==> src/rtl/adc_capture_user_logic_if.sv <==
// Bus2IP/IP2Bus slave-register bundle for the ADC capture user logic.
// Master drives chip enables and write data; slave returns read data and acks.
interface adc_capture_user_logic_if #(
    parameter int C_SLV_DWIDTH = 32,
    parameter int C_NUM_REG    = 2
);
    logic [0:C_SLV_DWIDTH-1] Bus2IP_Data;
    logic [0:3]              Bus2IP_BE;
    logic [0:C_NUM_REG-1]    Bus2IP_RdCE;
    logic [0:C_NUM_REG-1]    Bus2IP_WrCE;
    logic [0:C_SLV_DWIDTH-1] IP2Bus_Data;
    logic                    IP2Bus_RdAck;
    logic                    IP2Bus_WrAck;
    logic                    IP2Bus_Error;

    modport master (
        output Bus2IP_Data, Bus2IP_BE, Bus2IP_RdCE, Bus2IP_WrCE,
        input  IP2Bus_Data, IP2Bus_RdAck, IP2Bus_WrAck, IP2Bus_Error
    );

    modport slave (
        input  Bus2IP_Data, Bus2IP_BE, Bus2IP_RdCE, Bus2IP_WrCE,
        output IP2Bus_Data, IP2Bus_RdAck, IP2Bus_WrAck, IP2Bus_Error
    );
endinterface

==> src/rtl/adc_capture_user_logic.sv <==
// ADC capture user logic: sample clock divider, input register, sample FIFO, bus regs.
// Optional ADC_TEST_PATTERN_EN: control bit3 swaps the ADC word for a strobe counter.
module adc_capture_user_logic #(
    parameter int C_SLV_DWIDTH  = 32,
    parameter int C_NUM_REG     = 2,
    parameter int C_ADC_DWIDTH  = 10,
    parameter int C_FIFO_AWIDTH = 4,
    parameter int C_CLKDIV      = 4
) (
    input  logic                    Bus2IP_Clk,
    input  logic                    Bus2IP_Resetn,
    input  logic [0:C_ADC_DWIDTH-1] ADC2IP_Data,
    input  logic                    ADC2IP_OTR,
    output logic                    IP2ADC_Clk,
    output logic                    IP2ADC_OE_n,
    output logic                    IP2ADC_PWRDN,
    adc_capture_user_logic_if.slave bus
);
    localparam int DW    = C_ADC_DWIDTH;
    localparam int AW    = C_FIFO_AWIDTH;
    localparam int DEPTH = 2 ** AW;
    localparam int CW    = $clog2(C_CLKDIV);
    localparam logic [CW-1:0] DIV_LAST = CW'(C_CLKDIV - 1);
    localparam logic [AW:0]   FULL_CNT = (AW + 1)'(DEPTH);

    logic          r_en;
    logic          r_pwrdn;
    logic          r_pwr_out;
    logic [CW-1:0] r_div;
    logic          r_adc_clk;
    logic [DW-1:0] r_adc_data;
    logic          r_adc_otr;
    logic [DW:0]   r_mem [DEPTH];
    logic [AW-1:0] r_wptr;
    logic [AW-1:0] r_rptr;
    logic [AW:0]   r_count;
    logic          r_ovf;
    logic          r_ce_q;
    logic          r_rdack;
    logic          r_wrack;
    logic          r_err;
    logic [C_SLV_DWIDTH-1:0] r_rd_data;

    logic [C_SLV_DWIDTH-1:0] w_wdata;
    logic [C_SLV_DWIDTH-1:0] w_rdata;
    logic [3:0]    w_be;
    logic          w_rd;
    logic          w_wr;
    logic          w_start;
    logic          w_rd_go;
    logic          w_wr_go;
    logic          w_rd_reg0;
    logic          w_rd_reg1;
    logic          w_wr_reg0;
    logic          w_wr_reg1;
    logic          w_ctl_we;
    logic          w_clr;
    logic          w_run;
    logic          w_strobe;
    logic          w_empty;
    logic          w_full;
    logic          w_push;
    logic          w_pop;
    logic          w_tpat;
    logic [DW:0]   w_src;
    logic          w_unused;

    // Big-endian bus vectors copied into LSB-indexed form: w_wdata[n] is bit n.
    assign w_wdata = bus.Bus2IP_Data;
    assign w_be    = bus.Bus2IP_BE;

    assign w_rd    = |bus.Bus2IP_RdCE;
    assign w_wr    = |bus.Bus2IP_WrCE;
    assign w_start = (w_rd | w_wr) & ~r_ce_q;
    assign w_rd_go = w_start & w_rd;
    assign w_wr_go = w_start & ~w_rd & w_wr;

    assign w_rd_reg0 = w_rd_go & bus.Bus2IP_RdCE[0];
    assign w_rd_reg1 = w_rd_go & ~bus.Bus2IP_RdCE[0] & bus.Bus2IP_RdCE[1];
    assign w_wr_reg0 = w_wr_go & bus.Bus2IP_WrCE[0];
    assign w_wr_reg1 = w_wr_go & ~bus.Bus2IP_WrCE[0] & bus.Bus2IP_WrCE[1];
    assign w_ctl_we  = w_wr_reg0 & w_be[0];
    assign w_clr     = w_ctl_we & w_wdata[1];

    assign w_run    = r_en & ~r_pwrdn;
    assign w_strobe = w_run & (r_div == DIV_LAST) & r_adc_clk;

    assign w_empty = (r_count == '0);
    assign w_full  = (r_count == FULL_CNT);
    assign w_push  = w_strobe & r_en & ~w_full;
    assign w_pop   = w_rd_reg1 & ~w_empty;

    assign w_unused = ^{w_wdata, w_be};

    always_ff @(posedge Bus2IP_Clk or negedge Bus2IP_Resetn) begin
        if (!Bus2IP_Resetn) begin
            r_en      <= 1'b0;
            r_pwrdn   <= 1'b0;
            r_pwr_out <= 1'b1;
        end else if (w_ctl_we) begin
            r_en      <= w_wdata[0];
            r_pwrdn   <= w_wdata[2];
            r_pwr_out <= w_wdata[2];
        end
    end

`ifdef ADC_TEST_PATTERN_EN
    logic          r_tpat;
    logic [DW-1:0] r_tpat_cnt;

    always_ff @(posedge Bus2IP_Clk or negedge Bus2IP_Resetn) begin
        if (!Bus2IP_Resetn) begin
            r_tpat     <= 1'b0;
            r_tpat_cnt <= '0;
        end else begin
            if (w_ctl_we)
                r_tpat <= w_wdata[3];
            // Counts every strobe, dropped or not, so gaps expose overflow.
            if (w_clr)
                r_tpat_cnt <= '0;
            else if (w_strobe)
                r_tpat_cnt <= r_tpat_cnt + 1'b1;
        end
    end

    assign w_tpat = r_tpat;
    assign w_src  = r_tpat ? {1'b0, r_tpat_cnt} : {r_adc_otr, r_adc_data};
`else
    assign w_tpat = 1'b0;
    assign w_src  = {r_adc_otr, r_adc_data};
`endif

    always_ff @(posedge Bus2IP_Clk or negedge Bus2IP_Resetn) begin
        if (!Bus2IP_Resetn) begin
            r_div     <= '0;
            r_adc_clk <= 1'b0;
        end else if (!w_run) begin
            r_div     <= '0;
            r_adc_clk <= 1'b0;
        end else if (r_div == DIV_LAST) begin
            r_div     <= '0;
            r_adc_clk <= ~r_adc_clk;
        end else begin
            r_div     <= r_div + 1'b1;
        end
    end

    always_ff @(posedge Bus2IP_Clk or negedge Bus2IP_Resetn) begin
        if (!Bus2IP_Resetn) begin
            r_adc_data <= '0;
            r_adc_otr  <= 1'b0;
        end else begin
            r_adc_data <= ADC2IP_Data;
            r_adc_otr  <= ADC2IP_OTR;
        end
    end

    always_ff @(posedge Bus2IP_Clk or negedge Bus2IP_Resetn) begin
        if (!Bus2IP_Resetn) begin
            r_wptr  <= '0;
            r_rptr  <= '0;
            r_count <= '0;
            r_ovf   <= 1'b0;
            for (int i = 0; i < DEPTH; i++)
                r_mem[i] <= '0;
        end else if (w_clr) begin
            r_wptr  <= '0;
            r_rptr  <= '0;
            r_count <= '0;
            r_ovf   <= 1'b0;
        end else begin
            if (w_push) begin
                r_mem[r_wptr] <= w_src;
                r_wptr        <= r_wptr + 1'b1;
            end
            if (w_pop)
                r_rptr <= r_rptr + 1'b1;
            if (w_push && !w_pop)
                r_count <= r_count + 1'b1;
            else if (!w_push && w_pop)
                r_count <= r_count - 1'b1;
            if (w_strobe && w_full)
                r_ovf <= 1'b1;
        end
    end

    always_comb begin
        w_rdata = '0;
        if (w_rd_reg0) begin
            w_rdata[0]          = r_en;
            w_rdata[2]          = r_pwrdn;
            w_rdata[3]          = w_empty;
            w_rdata[4]          = w_full;
            w_rdata[5]          = r_ovf;
            w_rdata[6]          = w_tpat;
            w_rdata[8 +: AW+1]  = r_count;
        end else if (w_pop) begin
            w_rdata[DW:0]           = r_mem[r_rptr];
            w_rdata[C_SLV_DWIDTH-1] = 1'b1;
        end
    end

    always_ff @(posedge Bus2IP_Clk or negedge Bus2IP_Resetn) begin
        if (!Bus2IP_Resetn) begin
            r_ce_q    <= 1'b0;
            r_rdack   <= 1'b0;
            r_wrack   <= 1'b0;
            r_err     <= 1'b0;
            r_rd_data <= '0;
        end else begin
            r_ce_q    <= w_rd | w_wr;
            r_rdack   <= w_rd_go;
            r_wrack   <= w_wr_go;
            r_err     <= w_wr_reg1;
            r_rd_data <= w_rdata;
        end
    end

    assign IP2ADC_Clk   = r_adc_clk;
    assign IP2ADC_OE_n  = ~r_en;
    // Powered down from reset until software first writes the control register.
    assign IP2ADC_PWRDN = r_pwr_out;

    assign bus.IP2Bus_Data  = r_rd_data;
    assign bus.IP2Bus_RdAck = r_rdack;
    assign bus.IP2Bus_WrAck = r_wrack;
    assign bus.IP2Bus_Error = r_err;
endmodule

==> src/flat_wrapper.sv <==
// flat-port wrapper written by rule: the top's interface ports become plain ports
module adc_capture_user_logic_flat 
#(
    parameter int C_SLV_DWIDTH  = 32,
    parameter int C_NUM_REG     = 2,
    parameter int C_ADC_DWIDTH  = 10,
    parameter int C_FIFO_AWIDTH = 4,
    parameter int C_CLKDIV      = 4
)
  (Bus2IP_Clk, Bus2IP_Resetn, ADC2IP_Data, ADC2IP_OTR, IP2ADC_Clk, IP2ADC_OE_n, IP2ADC_PWRDN, bus_Bus2IP_Data, bus_Bus2IP_BE, bus_Bus2IP_RdCE, bus_Bus2IP_WrCE, bus_IP2Bus_Data, bus_IP2Bus_RdAck, bus_IP2Bus_WrAck, bus_IP2Bus_Error);
  adc_capture_user_logic_if #(.C_SLV_DWIDTH(C_SLV_DWIDTH), .C_NUM_REG(C_NUM_REG)) bus_i ();
  input  logic Bus2IP_Clk;
  input  logic Bus2IP_Resetn;
  input  logic [0:C_ADC_DWIDTH-1] ADC2IP_Data;
  input  logic ADC2IP_OTR;
  output logic IP2ADC_Clk;
  output logic IP2ADC_OE_n;
  output logic IP2ADC_PWRDN;
  input wire logic [$bits(bus_i.Bus2IP_Data)-1:0] bus_Bus2IP_Data;
  input wire logic [$bits(bus_i.Bus2IP_BE)-1:0] bus_Bus2IP_BE;
  input wire logic [$bits(bus_i.Bus2IP_RdCE)-1:0] bus_Bus2IP_RdCE;
  input wire logic [$bits(bus_i.Bus2IP_WrCE)-1:0] bus_Bus2IP_WrCE;
  output wire logic [$bits(bus_i.IP2Bus_Data)-1:0] bus_IP2Bus_Data;
  output wire logic [$bits(bus_i.IP2Bus_RdAck)-1:0] bus_IP2Bus_RdAck;
  output wire logic [$bits(bus_i.IP2Bus_WrAck)-1:0] bus_IP2Bus_WrAck;
  output wire logic [$bits(bus_i.IP2Bus_Error)-1:0] bus_IP2Bus_Error;
  assign bus_i.Bus2IP_Data = bus_Bus2IP_Data;
  assign bus_i.Bus2IP_BE = bus_Bus2IP_BE;
  assign bus_i.Bus2IP_RdCE = bus_Bus2IP_RdCE;
  assign bus_i.Bus2IP_WrCE = bus_Bus2IP_WrCE;
  assign bus_IP2Bus_Data = bus_i.IP2Bus_Data;
  assign bus_IP2Bus_RdAck = bus_i.IP2Bus_RdAck;
  assign bus_IP2Bus_WrAck = bus_i.IP2Bus_WrAck;
  assign bus_IP2Bus_Error = bus_i.IP2Bus_Error;
  adc_capture_user_logic #(.C_SLV_DWIDTH(C_SLV_DWIDTH), .C_NUM_REG(C_NUM_REG), .C_ADC_DWIDTH(C_ADC_DWIDTH), .C_FIFO_AWIDTH(C_FIFO_AWIDTH), .C_CLKDIV(C_CLKDIV)) u_core (.Bus2IP_Clk(Bus2IP_Clk), .Bus2IP_Resetn(Bus2IP_Resetn), .ADC2IP_Data(ADC2IP_Data), .ADC2IP_OTR(ADC2IP_OTR), .IP2ADC_Clk(IP2ADC_Clk), .IP2ADC_OE_n(IP2ADC_OE_n), .IP2ADC_PWRDN(IP2ADC_PWRDN), .bus(bus_i));
endmodule
==> config.mk <==
export PLATFORM = sky130hd
export DESIGN_NAME = adc_capture_user_logic_flat
export DESIGN_NICKNAME = d
export VERILOG_FILES = /design/src/rtl/adc_capture_user_logic_if.sv /design/src/rtl/adc_capture_user_logic.sv /design/src/flat_wrapper.sv
export SDC_FILE = /design/constraint.sdc
export NUM_CORES = 1
export LEC_CHECK = 0
export ABC_AREA = 0
export CAP_MARGIN = 20
export CELL_PAD_IN_SITES_DETAIL_PLACEMENT = 1
export CELL_PAD_IN_SITES_GLOBAL_PLACEMENT = 1
export CORE_MARGIN = 4
export CORE_UTILIZATION = 48
export CTS_CLUSTER_DIAMETER = 50
export DETAILED_ROUTE_END_ITERATION = 7
export PLACE_DENSITY = 0.81
export SLEW_MARGIN = 20
export SYNTH_ARGS = -nofsm -noshare
export SYNTH_HDL_FRONTEND = slang
export SYNTH_SLANG_ARGS = --single-unit
export TNS_END_PERCENT = 30
==> constraint.sdc <==
create_clock -name Bus2IP_Clk -period 3.16 [get_ports Bus2IP_Clk]
set_input_delay 0.79 -clock Bus2IP_Clk [delete_from_list [all_inputs] [get_ports Bus2IP_Clk]]
set_output_delay 0.79 -clock Bus2IP_Clk [all_outputs]
set_load 0.005 [all_outputs]
==> impl_metrics.csv <==
group,metric,value,unit
drt,dr.first_iter.drc_count,422,
floorplanning,die-area,24600,um2
power,p_seq_share,42.7,%
drt,vias,6411,
drt,wire_per_inst,24.9,um
place,place_congestion,0.847,
power,p_leak,0.00587,uW
sta,finalSetupViolCount,0,
yosys,ys_types,49,
grt,antenna_found_initial,0,
place,hpwl,17.3,mm
sta,final.setup.worst_slack,0.153,ns
floorplanning,die_h,157,um
grt,grt_pass1_wl,43.1,mm
clock_tree,clkSinkCount,225,
critical_path,r2r-end,"u_core.r_count[4]",
grt,grt_max_degree,82,
sta,fin_crit_sh,95.1,%
clock_tree,cts-buffers-inserted,28,
place,port_buffers,40,
floorplanning,core,21800,um2
yosys,yosysSeqAreaShare,53.0,%
yosys,ys_ff_latch,225,
clock_tree,clock_path_buffers,3,
yosys,synth_area_leaders,"dfrtp_1 (53%), mux2_2 (14%), mux2_4 (7.1%), mux2i_1 (4.9%), mux4_2 (4.2%)",
grt,overflow,0,
sta,fin_worst_skew,0.0170,ns
drt,final_antenna_net_count,0,
final_layout,area_growth,15.0,%
place,dpl-instance-area,11300,um2
yosys,syn_inst,751,
sta,hold_viol_final,0,
drt,avgViaCountPerCell,5.83,
drt,drc,0,
critical_path,rrSetupSlack,0.15,ns
yosys,synth_top_area_cell,"dfrtp_1",
clock_tree,cts_max_level,1,
grt,grt_pass1_vias,7240,
critical_path,critPathLaunch,"u_core.r_count[3]",
power,ir_worst_vdd,0.488,mV
floorplanning,ios,91,
final_layout,fin_area,12200,um2
critical_path,cp-endpoint,"u_core.r_count[4]",
yosys,synth-edff-count,0,
sta,finalMaxSlewViolations,0,
run,maxCapViolCount,0,
yosys,synth_area_per_cell,14.2,um2
place,place_inst,1050,
power,switching_share,29.6,%
grt,grtUsageTotal,22.6,%
critical_path,cp.arrival,3.45,ns
final_layout,fillCellCount,2071,
sta,tightestPinTransition,1.00,ns
final_layout,finalNonFillerCells,1100,
critical_path,crit_required,3.60,ns
critical_path,worstSetupPathType,"flip-flop to flip-flop",
power,power_density,813,nW/um2
power,p_sw,2940,uW
clock_tree,clock_latency,0.54,ns
yosys,yosys-top-cells-count,"dfrtp_1 (224), mux2_2 (128), mux2i_1 (52)",
power,clkPwrFrac,32.9,%
final_layout,drive_gt1_share,35.7,%
floorplanning,initial_utilization,48.7,%
sta,grt_setup_unrepaired,"false",
critical_path,r2r-start,"u_core.r_count[3]",
power,p_int,7000,uW
clock_tree,cts_root_buffer,"clkbuf_16",
critical_path,worstRegToRegCells,10,
floorplanning,die_w,157,um
critical_path,end_kind,"flip-flop",
yosys,async_flop_share,100,%
drt,wirelength,27.4,mm
drt,first_pass_iters,4,
yosys,syn_area,10600,um2
yosys,synth_most_common_cell,"dfrtp_1",
clock_tree,clkSlewWorstSetupHoldPaths,0.06,ns
sta,fin_crit,3.01,ns
hold_path,hold_class,"primary input to asynchronous set/reset pin",
yosys,synth_warnings,0,
critical_path,start_kind,"flip-flop",
sta,max_clock_freq,0.333,GHz
power,comb_power_share,24.3,%
status,outcome,"completed",
place,place_ws,-0.221,ns
floorplanning,rows,54,
clock_tree,cts_tree,"done",
sta,relSlewSlack,33.3,%
final_layout,diodes,0,
yosys,synth_top_area_share,52.7,%
final_layout,nets,865,
yosys,yosys_most_used_dff,"dfrtp_1",
critical_path,cp_max_fo,5,
==> metal layers <==
layer | vias to the layer above | share of wire [%] | global-route usage [%]
li1 | 2782 | - | -
met1 | 3372 | 41 | 29.7
met2 | 184 | 50 | 38.2
met3 | 73 | 4.5 | 3.13
met4 | 0 | 4.0 | 9.05
met5 | - | 0 | 0
==> sequential cells by signal, indices dropped and copies added (netlist names) <==
name	flops
u_core.r_count	5
u_core.r_adc_otr	1
u_core.r_mem	176
u_core.r_pwrdn	1
u_core.bus.IP2Bus_WrAck	1
u_core.bus.IP2Bus_Data	14
u_core.bus.IP2Bus_RdAck	1
u_core.bus.IP2Bus_Error	1
u_core.r_rptr	4
u_core.IP2ADC_Clk	1
u_core.r_wptr	4
u_core.IP2ADC_PWRDN	1
u_core.r_ce_q	1
u_core.r_adc_data	10
u_core.r_ovf	1
u_core.r_div	2
u_core.r_en	1
==> worst min-delay path by stage <==
stage / startpoint / end / slack, ns / depth (start not counted)
floorplan: u_core.r_div[0] / u_core.r_div[0] / 0.42 / 1
global placement: u_core.r_div[0] / u_core.r_div[0] / 0.43 / 1
detailed placement: u_core.r_div[0] / u_core.r_div[0] / 0.45 / 1
CTS: Bus2IP_Resetn / u_core.r_adc_data[1] / 0.26 / 1
global route: Bus2IP_Resetn / u_core.r_adc_data[1] / 0.28 / 1
finish: Bus2IP_Resetn / u_core.r_adc_data[1] / 0.24 / 1
==> layout make-up <==
type / instances / area, um2 / area share [%]
clock inverter: 10 / 143 / 1.17
tap: 280 / 350 / 2.87
multi-input combinational: 462 / 4540 / 37.1
timing repair buffer: 75 / 706 / 5.77
sequential: 225 / 5640 / 46.1
inverter: 8 / 30.0 / 0.246
clock buffer: 40 / 817 / 6.68
==> layout by cell type, fill, tap and decap left out, types with 9 or more instances in the layout <==
cell and instances:
a21oi_1 10, buf_4 32, clkbuf_16 29, clkdlybuf4s50_1 39, conb_1 18, dfrtp_1 222, ha_1 11, mux2_2 128
mux2_4 50, mux2i_1 52, mux4_2 20, nand2_1 17, nand4_1 11, nor2_1 36, nor3_1 9, o22ai_1 18
==> what timing repair did <==
| action | 4_1_cts | 5_1_grt |
|---|---|---|
| resized for setup | 0 | 2 |
| hold buffers | 0 | 0 |
| setup buffers | 0 | 0 |
| hold endpoints to repair | 0 | 0 |
| endpoints found under the setup margin | 0 | 1 |
==> metrics by stage <==
step                total power [uW]  utilization [%]  hold WS [ns]  setup TNS [ns]
CTS                             9980             56.0         0.263               0
detailed placement              6630             51.6         0.450          -0.607
global route                   10400             56.0         0.284               0
floorplan                       5850                -         0.419               0
finish                          9940             56.0         0.235               0
global placement                6360             51.6         0.429          -0.199
==> logic make-up after synthesis <==
group / count (synthesis) / synth area share (%)
multiplexers: 250 / 29.8
flip-flops: 225 / 53.0
AND/OR/NAND/NOR: 111 / 6.21
buffers and inverters: 81 / 4.94
AO/OA/AOI/OAI: 63 / 3.93
adder cells (fa/ha/maj): 12 / 1.48
XOR/XNOR: 8 / 0.659
other: 1 / 0.0353
==> power groups by stage <==
stage	Combinational, uW	Clock [uW]	Sequential (uW)
3_3_place_gp	2220	0	4140
4_1_cts	2430	3320	4230
2_1_floorplan	1900	0	3950
5_1_grt	2610	3470	4330
3_5_place_dp	2380	0	4250
6_report	2420	3270	4250
==> critical path, cell delays in order, from the launching register on <==
cell and delay [ns]:
dfrtp_2 0.46, or4_4 0.53, o21a_1 0.21, inv_1 0.10, ha_1 0.18, inv_1 0.10, fa_1 0.48, a21o_1 0.21
a21oi_2 0.16, mux2i_1 0.28, mux2i_1 0.22
(Power assumes the default switching activity.)
